--- src/rtl/bus_mailbox_responder.sv ---
// rtl/bus_mailbox_responder.sv - CPU mailbox responder bridging bus registers to TX/RX stream FIFOs
module mailbox_fifo #(
    parameter int Depth = 16,
    parameter int Width = 32
) (
    input  logic                    clk,
    input  logic                    rst_n,
    input  logic                    push,
    input  logic                    pop,
    input  logic                    flush,
    input  logic [Width-1:0]        wdata,
    output logic [Width-1:0]        head,
    output logic [$clog2(Depth):0]  count,
    output logic                    empty,
    output logic                    full
);
    localparam int PW = $clog2(Depth);
    localparam int CW = PW + 1;

    logic [Width-1:0] mem [Depth];
    logic [PW-1:0]    wr_ptr;
    logic [PW-1:0]    rd_ptr;
    logic             pop_ok;
    logic             push_ok;

    assign empty   = (count == '0);
    assign full    = (count == CW'(Depth));
    assign pop_ok  = pop & ~empty;
    // A pop in the same cycle frees the slot a push into a full FIFO needs.
    assign push_ok = push & (~full | pop_ok);
    assign head    = mem[rd_ptr];

    always_ff @(posedge clk or negedge rst_n) begin
        if (!rst_n) begin
            wr_ptr <= '0;
            rd_ptr <= '0;
            count  <= '0;
        end else if (flush) begin
            wr_ptr <= '0;
            rd_ptr <= '0;
            count  <= '0;
        end else begin
            if (push_ok) wr_ptr <= wr_ptr + 1'b1;
            if (pop_ok)  rd_ptr <= rd_ptr + 1'b1;
            if (push_ok && !pop_ok)      count <= count + 1'b1;
            else if (pop_ok && !push_ok) count <= count - 1'b1;
        end
    end

    always_ff @(posedge clk) begin
        if (push_ok && !flush) mem[wr_ptr] <= wdata;
    end
endmodule

module bus_mailbox_responder #(
    parameter int unsigned BaseAddress  = 32'h9000,
    parameter int          AddressWidth = 16,
    parameter int          DataWidth    = 32,
    parameter int          FifoDepth    = 16
) (
    input  logic                    clk_i,
    input  logic                    reset_n_i,
    input  logic                    bus_we_i,
    input  logic [AddressWidth-1:0] bus_address_i,
    input  logic [DataWidth-1:0]    bus_data_i,
    output logic [DataWidth-1:0]    bus_data_o,
    output logic [DataWidth-1:0]    tx_data_o,
    output logic                    tx_valid_o,
    input  logic                    tx_ready_i,
    input  logic [DataWidth-1:0]    rx_data_i,
    input  logic                    rx_valid_i,
    output logic                    rx_ready_o,
    output logic                    irq_o
);
    localparam int CW = $clog2(FifoDepth) + 1;

    logic                 hit;
    logic [2:0]           offset;
    logic                 wr_hit;
    logic                 rd_hit;
    logic                 tx_push_req;
    logic                 rx_pop_req;
    logic                 ctrl_wr;
    logic                 tx_flush;
    logic                 rx_flush;
    logic                 sticky_clr;
    logic                 tx_ovf;
    logic                 rx_unf;
    logic                 tx_ovf_q;
    logic                 rx_unf_q;
    logic                 irq_en;
    logic [DataWidth-1:0] tx_head;
    logic [DataWidth-1:0] rx_head;
    logic [CW-1:0]        tx_count;
    logic [CW-1:0]        rx_count;
    logic                 tx_empty;
    logic                 tx_full;
    logic                 rx_empty;
    logic                 rx_full;
    logic [DataWidth-1:0] rdata;

    assign hit    = (bus_address_i >= AddressWidth'(BaseAddress)) &&
                    (bus_address_i <= AddressWidth'(BaseAddress + 4));
    assign offset = 3'(bus_address_i - AddressWidth'(BaseAddress));
    assign wr_hit = hit & bus_we_i;
    assign rd_hit = hit & ~bus_we_i;

    assign tx_push_req = wr_hit & (offset == 3'd1);
    assign rx_pop_req  = rd_hit & (offset == 3'd2);
    assign ctrl_wr     = wr_hit & (offset == 3'd3);
    assign tx_flush    = ctrl_wr & bus_data_i[0];
    assign rx_flush    = ctrl_wr & bus_data_i[1];
    assign sticky_clr  = ctrl_wr & bus_data_i[3];

    // A full TX FIFO always has a head, so tx_ready_i alone decides whether a slot frees up.
    assign tx_ovf = tx_push_req & tx_full & ~tx_ready_i;
    assign rx_unf = rx_pop_req & rx_empty;

    mailbox_fifo #(.Depth(FifoDepth), .Width(DataWidth)) u_tx_fifo (
        .clk   (clk_i),
        .rst_n (reset_n_i),
        .push  (tx_push_req),
        .pop   (tx_ready_i),
        .flush (tx_flush),
        .wdata (bus_data_i),
        .head  (tx_head),
        .count (tx_count),
        .empty (tx_empty),
        .full  (tx_full)
    );

    mailbox_fifo #(.Depth(FifoDepth), .Width(DataWidth)) u_rx_fifo (
        .clk   (clk_i),
        .rst_n (reset_n_i),
        .push  (rx_valid_i),
        .pop   (rx_pop_req),
        .flush (rx_flush),
        .wdata (rx_data_i),
        .head  (rx_head),
        .count (rx_count),
        .empty (rx_empty),
        .full  (rx_full)
    );

    assign tx_data_o  = tx_head;
    assign tx_valid_o = ~tx_empty;
    assign rx_ready_o = ~rx_full;

    always_comb begin
        rdata = '0;
        case (offset)
            3'd0: rdata[5:0] = {rx_unf_q, tx_ovf_q, rx_full, rx_empty, tx_full, tx_empty};
            3'd2: rdata = rx_empty ? '0 : rx_head;
            3'd3: rdata[2] = irq_en;
            3'd4: begin
                rdata[15:0]  = 16'(tx_count);
                rdata[31:16] = 16'(rx_count);
            end
            default: rdata = '0;
        endcase
    end

    always_ff @(posedge clk_i or negedge reset_n_i) begin
        if (!reset_n_i) begin
            bus_data_o <= '0;
            tx_ovf_q   <= 1'b0;
            rx_unf_q   <= 1'b0;
            irq_en     <= 1'b0;
            irq_o      <= 1'b0;
        end else begin
            bus_data_o <= rd_hit ? rdata : '0;
            // Clear first so a coincident set wins.
            tx_ovf_q   <= tx_ovf | (tx_ovf_q & ~sticky_clr);
            rx_unf_q   <= rx_unf | (rx_unf_q & ~sticky_clr);
            if (ctrl_wr) irq_en <= bus_data_i[2];
            irq_o      <= irq_en & (~rx_empty | tx_ovf_q | rx_unf_q);
        end
    end
endmodule

--- config.mk ---
export PLATFORM = sky130hd
export DESIGN_NAME = bus_mailbox_responder
export DESIGN_NICKNAME = d
export VERILOG_FILES = /design/src/rtl/bus_mailbox_responder.sv
export SDC_FILE = /design/constraint.sdc
export NUM_CORES = 1
export LEC_CHECK = 0
export CORE_MARGIN = 1.5
export CORE_UTILIZATION = 54
export DETAILED_ROUTE_END_ITERATION = 8
export GPL_ROUTABILITY_DRIVEN = 0
export PLACE_DENSITY_LB_ADDON = 0.05
export RECOVER_POWER = 100
export SYNTH_ARGS = -nofsm -noshare
export SYNTH_HDL_FRONTEND = slang
export SYNTH_SLANG_ARGS = --single-unit
--- constraint.sdc ---
create_clock -name clk_i -period 4.42 [get_ports clk_i]
set_input_delay 0.884 -clock clk_i [delete_from_list [all_inputs] [get_ports clk_i]]
set_output_delay 0.884 -clock clk_i [all_outputs]
set_load 0.05 [all_outputs]
==> results_dict.tcl <==
set metrics [dict create \
    final_nets 2112 \
    synthFlopType "edfxtp_1" \
    final_antenna_net_count 0 \
    maxCapViolCount 3 \
    peakVddDrop_mv 0.4251 \
    violations "capacitance limit, slew limit" \
    clock.fmax_mhz 235.2 \
    fill_cells 5238 \
    timing.rr.end "bus_data_o[16]" \
    grt_usage_pct 22.62 \
    synth-simple-area-share_pct 2.074 \
    finalMaxSlewViolations 97 \
    hold_path.startpoint "rx_unf_q" \
    synth_area_um2 41570 \
    dp_hpwl_um 48580 \
    end_kind "output port" \
    hold_path_end "rx_unf_q" \
    wirelength_um 86080 \
    final_cells 3133 \
    die_x_um 280.5 \
    seq_area_frac_synth_pct 77.69 \
    holdPathStages 2 \
    worst_slew_pin_slew_ns 2.875 \
    slowest_stage "clkdlybuf4s50_1" \
    relSlewSlack_pct -91.67 \
    row_count 101 \
    post_cts_buffers 0 \
    ys_warn_count 0 \
    final-seq-area_um2 32320 \
    clkPwrFrac_pct 34.1 \
    dr.pass1.iters 7 \
    syn-num-nets 1861 \
    crit_fanout 14 \
    grt_pass1_vias 19740 \
    switching_share_pct 26.78 \
    stdcell_area_um2 48040 \
    finalClockSkew_ns 0.01855 \
    critPathLaunchType "flop" \
    syn_to_final_growth_pct 15.56 \
    p_leak_nw 15.28 \
    die_h_um 280.5 \
    synth.mux.area_fraction_pct 17.51 \
    critPathBufInv 2 \
    coreArea_um2 76080 \
    internal_power_w 0.01938 \
    critPathTopFamily "buffers and inverters" \
    fin_tns_setup_ns 0 \
    ys_types 48 \
    clk_pin_slew_ns 0.06 \
    synth-compound-area-share_pct 0.7975 \
    grt_pass1_wl_um 128700 \
    cts_sinks 1086 \
    dp.cells 2928 \
    globalRouteOverflowTotal 0 \
    setup_violations 0 \
    wire_per_inst_um 27.47 \
    r2r_start "u_rx_fifo.rd_ptr[0]" \
    grt_max_degree 86 \
    final_cell_mix "1024 x edfxtp_1, 320 x mux4_2, 111 x clkbuf_16" \
    start_util_pct 54.65 \
    critPathMaxStageDelay_ns 0.72 \
    power.density_nw_per_um2 550.9 \
    cts_root_buffer "clkbuf_16" \
    cts_buffer_depth 3 \
    synthCells 1757 \
    drc 0 \
    fin_crit_sh_pct 96.18 \
    pwr-share-comb_pct 20.0 \
    synth_edf_count 1024 \
    viasPerCell 5.981 \
    cpMostUsedCell "mux4_2" \
    placed_area_um2 45060 \
    cts_hold_buf 0 \
    critPathRequiredTime_ns 3.54 \
    hold_class "flop to flop" \
    synth_area_per_cell_um2 23.66 \
    synthAdderAreaFrac_pct 0.6079 \
    crit_chain "buf_4, mux4_2, mux4_2, clkdlybuf4s50_1" \
    ys_ff_latch 1086 \
    htreeDepth 3 \
    clock_latency_ns 0.65 \
    seq_power_share_pct 45.9 \
    min_period_ns 4.251 \
    cp.arrival_ns 3.37 \
    rsz0062_at_grt "false" \
    critical_path_class "flop to output port" \
    io_pins 152 \
    final_common_cell "edfxtp_1" \
    vias 18740 \
    status "finished, violations left" \
    grt_antenna_before_repair 12 \
    r2r_cells 5 \
    synth_top_family_by_area "multiplexers" \
    drive_above_1_share_pct 27.52 \
    place.port_buffers 151 \
    fp.dieArea_um2 78660 \
    drt_iter0_drc 1411 \
    hold_viol 0 \
    p_sw_w 0.007088 \
    synth-xor-area-share_pct 0.3792 \
    cts_buffers 108 \
    cts_tree "built" \
    r2r_slack_ns 0.47 \
    multi_input_area_um2 8939 \
    cts_resized 2 \
    async_flop_share_pct 5.709 \
]
## worst max-delay path by stage
| stage | endpoint | cells after the start | slack, ns | startpoint |
|---|---|---|---|---|
| 4_1_cts | tx_data_o[17] | 4 | 0.003 | u_tx_fifo.rd_ptr[0] |
| 6_report | tx_data_o[5] | 4 | 0.17 | u_tx_fifo.rd_ptr[0] |
| 3_3_place_gp | u_rx_fifo.count[4] | 12 | 0.26 | bus_address_i[12] |
| 2_1_floorplan | u_tx_fifo.mem[3][0] | 4 | -0.89 | bus_address_i[14] |
| 5_1_grt | u_rx_fifo.mem[14][15] | 8 | 0.007 | bus_address_i[12] |
| 3_5_place_dp | u_rx_fifo.count[4] | 12 | 0.17 | bus_address_i[12] |
## state kept, by name (all words and copies together) (netlist names)
name and count:
u_rx_fifo.mem 512, u_tx_fifo.mem 512, bus_data_o 32, u_rx_fifo.count 5
u_tx_fifo.count 5, u_rx_fifo.rd_ptr 4, u_rx_fifo.wr_ptr 4, u_tx_fifo.rd_ptr 4
u_tx_fifo.wr_ptr 4, irq_en 1, irq_o 1, rx_unf_q 1
tx_ovf_q 1
## routing by layer
metal  vias to the layer above  global-route usage [%]  routed length [um]
li1                       7986                       -                   -
met1                     10130                   30.65               34870
met2                       481                   38.58               45030
met3                       127                   3.855                4451
met4                        12                   5.793                1662
met5                         -                       0                  70
## worst min-delay path, stage by stage, from the launching register on
cell and delay (ns):
dfrtp_1 0.36, nand2_1 0.05, o41ai_1 0.07
## area by class of cell
cell class | instances | share of cell area, %
Sequential cell | 1086 | 67.26
Multi-Input combinational cell | 571 | 18.60
Clock buffer | 152 | 6.373
Timing Repair Buffer | 227 | 3.922
Tap cell | 1030 | 2.682
Clock inverter | 50 | 1.029
Inverter | 14 | 0.1094
Antenna cell | 3 | 0.01563
## synthesized netlist by cell type (all sizes together), types with 4 or more instances
cell type	instances	area share (%)
a21o	4	0.072
dfrtp	62	3.7
nand4	4	0.060
clkbuf	55	0.50
xor2	8	0.17
ha	17	0.51
nand3	7	0.084
nor4	9	0.17
o21ai	11	0.13
mux4	320	17
nor3	13	0.16
a32oi	10	0.21
inv	14	0.13
nand2	25	0.23
xnor2	10	0.21
and2	35	0.53
and3	4	0.060
edfxtp	1024	74
mux2i	5	0.12
nor2	45	0.41
buf	31	0.32
a21oi	11	0.13
## power by group through the flow
stage | Clock (W) | Sequential [W] | Combinational (W)
after floorplan | 0 | 0.0122 | 0.00398
after CTS | 0.00922 | 0.0122 | 0.00565
after detailed placement | 0 | 0.0124 | 0.00564
after global placement | 0 | 0.0123 | 0.00560
final | 0.00903 | 0.0122 | 0.00528
after global routing | 0.00962 | 0.0122 | 0.00564
## cell families (layout without fill, tap and decap cells)
logic type | count (synthesis) | count (layout)
other | 0 | 3
adders and majority gates | 19 | 19
xor gates and xnor gates | 18 | 18
muxes | 327 | 327
and+or+nand+nor | 161 | 161
AOI/OAI and AO/OA | 46 | 46
DFF | 1086 | 1086
buffers and inverters | 100 | 443
## stage by stage
| stage | setup WS [ns] | hold WS (ns) | util [%] | power (W) |
|---|---|---|---|---|
| after global routing | 0.006967 | 0.5442 | 63.14 | 0.02745 |
| after CTS | 0.002866 | 0.2691 | 63.90 | 0.02703 |
| after global placement | 0.2621 | 0.5081 | 59.23 | 0.01794 |
| final | 0.1689 | 0.5211 | 63.15 | 0.02647 |
| after detailed placement | 0.1658 | 0.5062 | 59.23 | 0.01802 |
| after floorplan | -0.8851 | 0.4634 | - | 0.01615 |
Note: power is estimated with default switching activity, not from simulation.
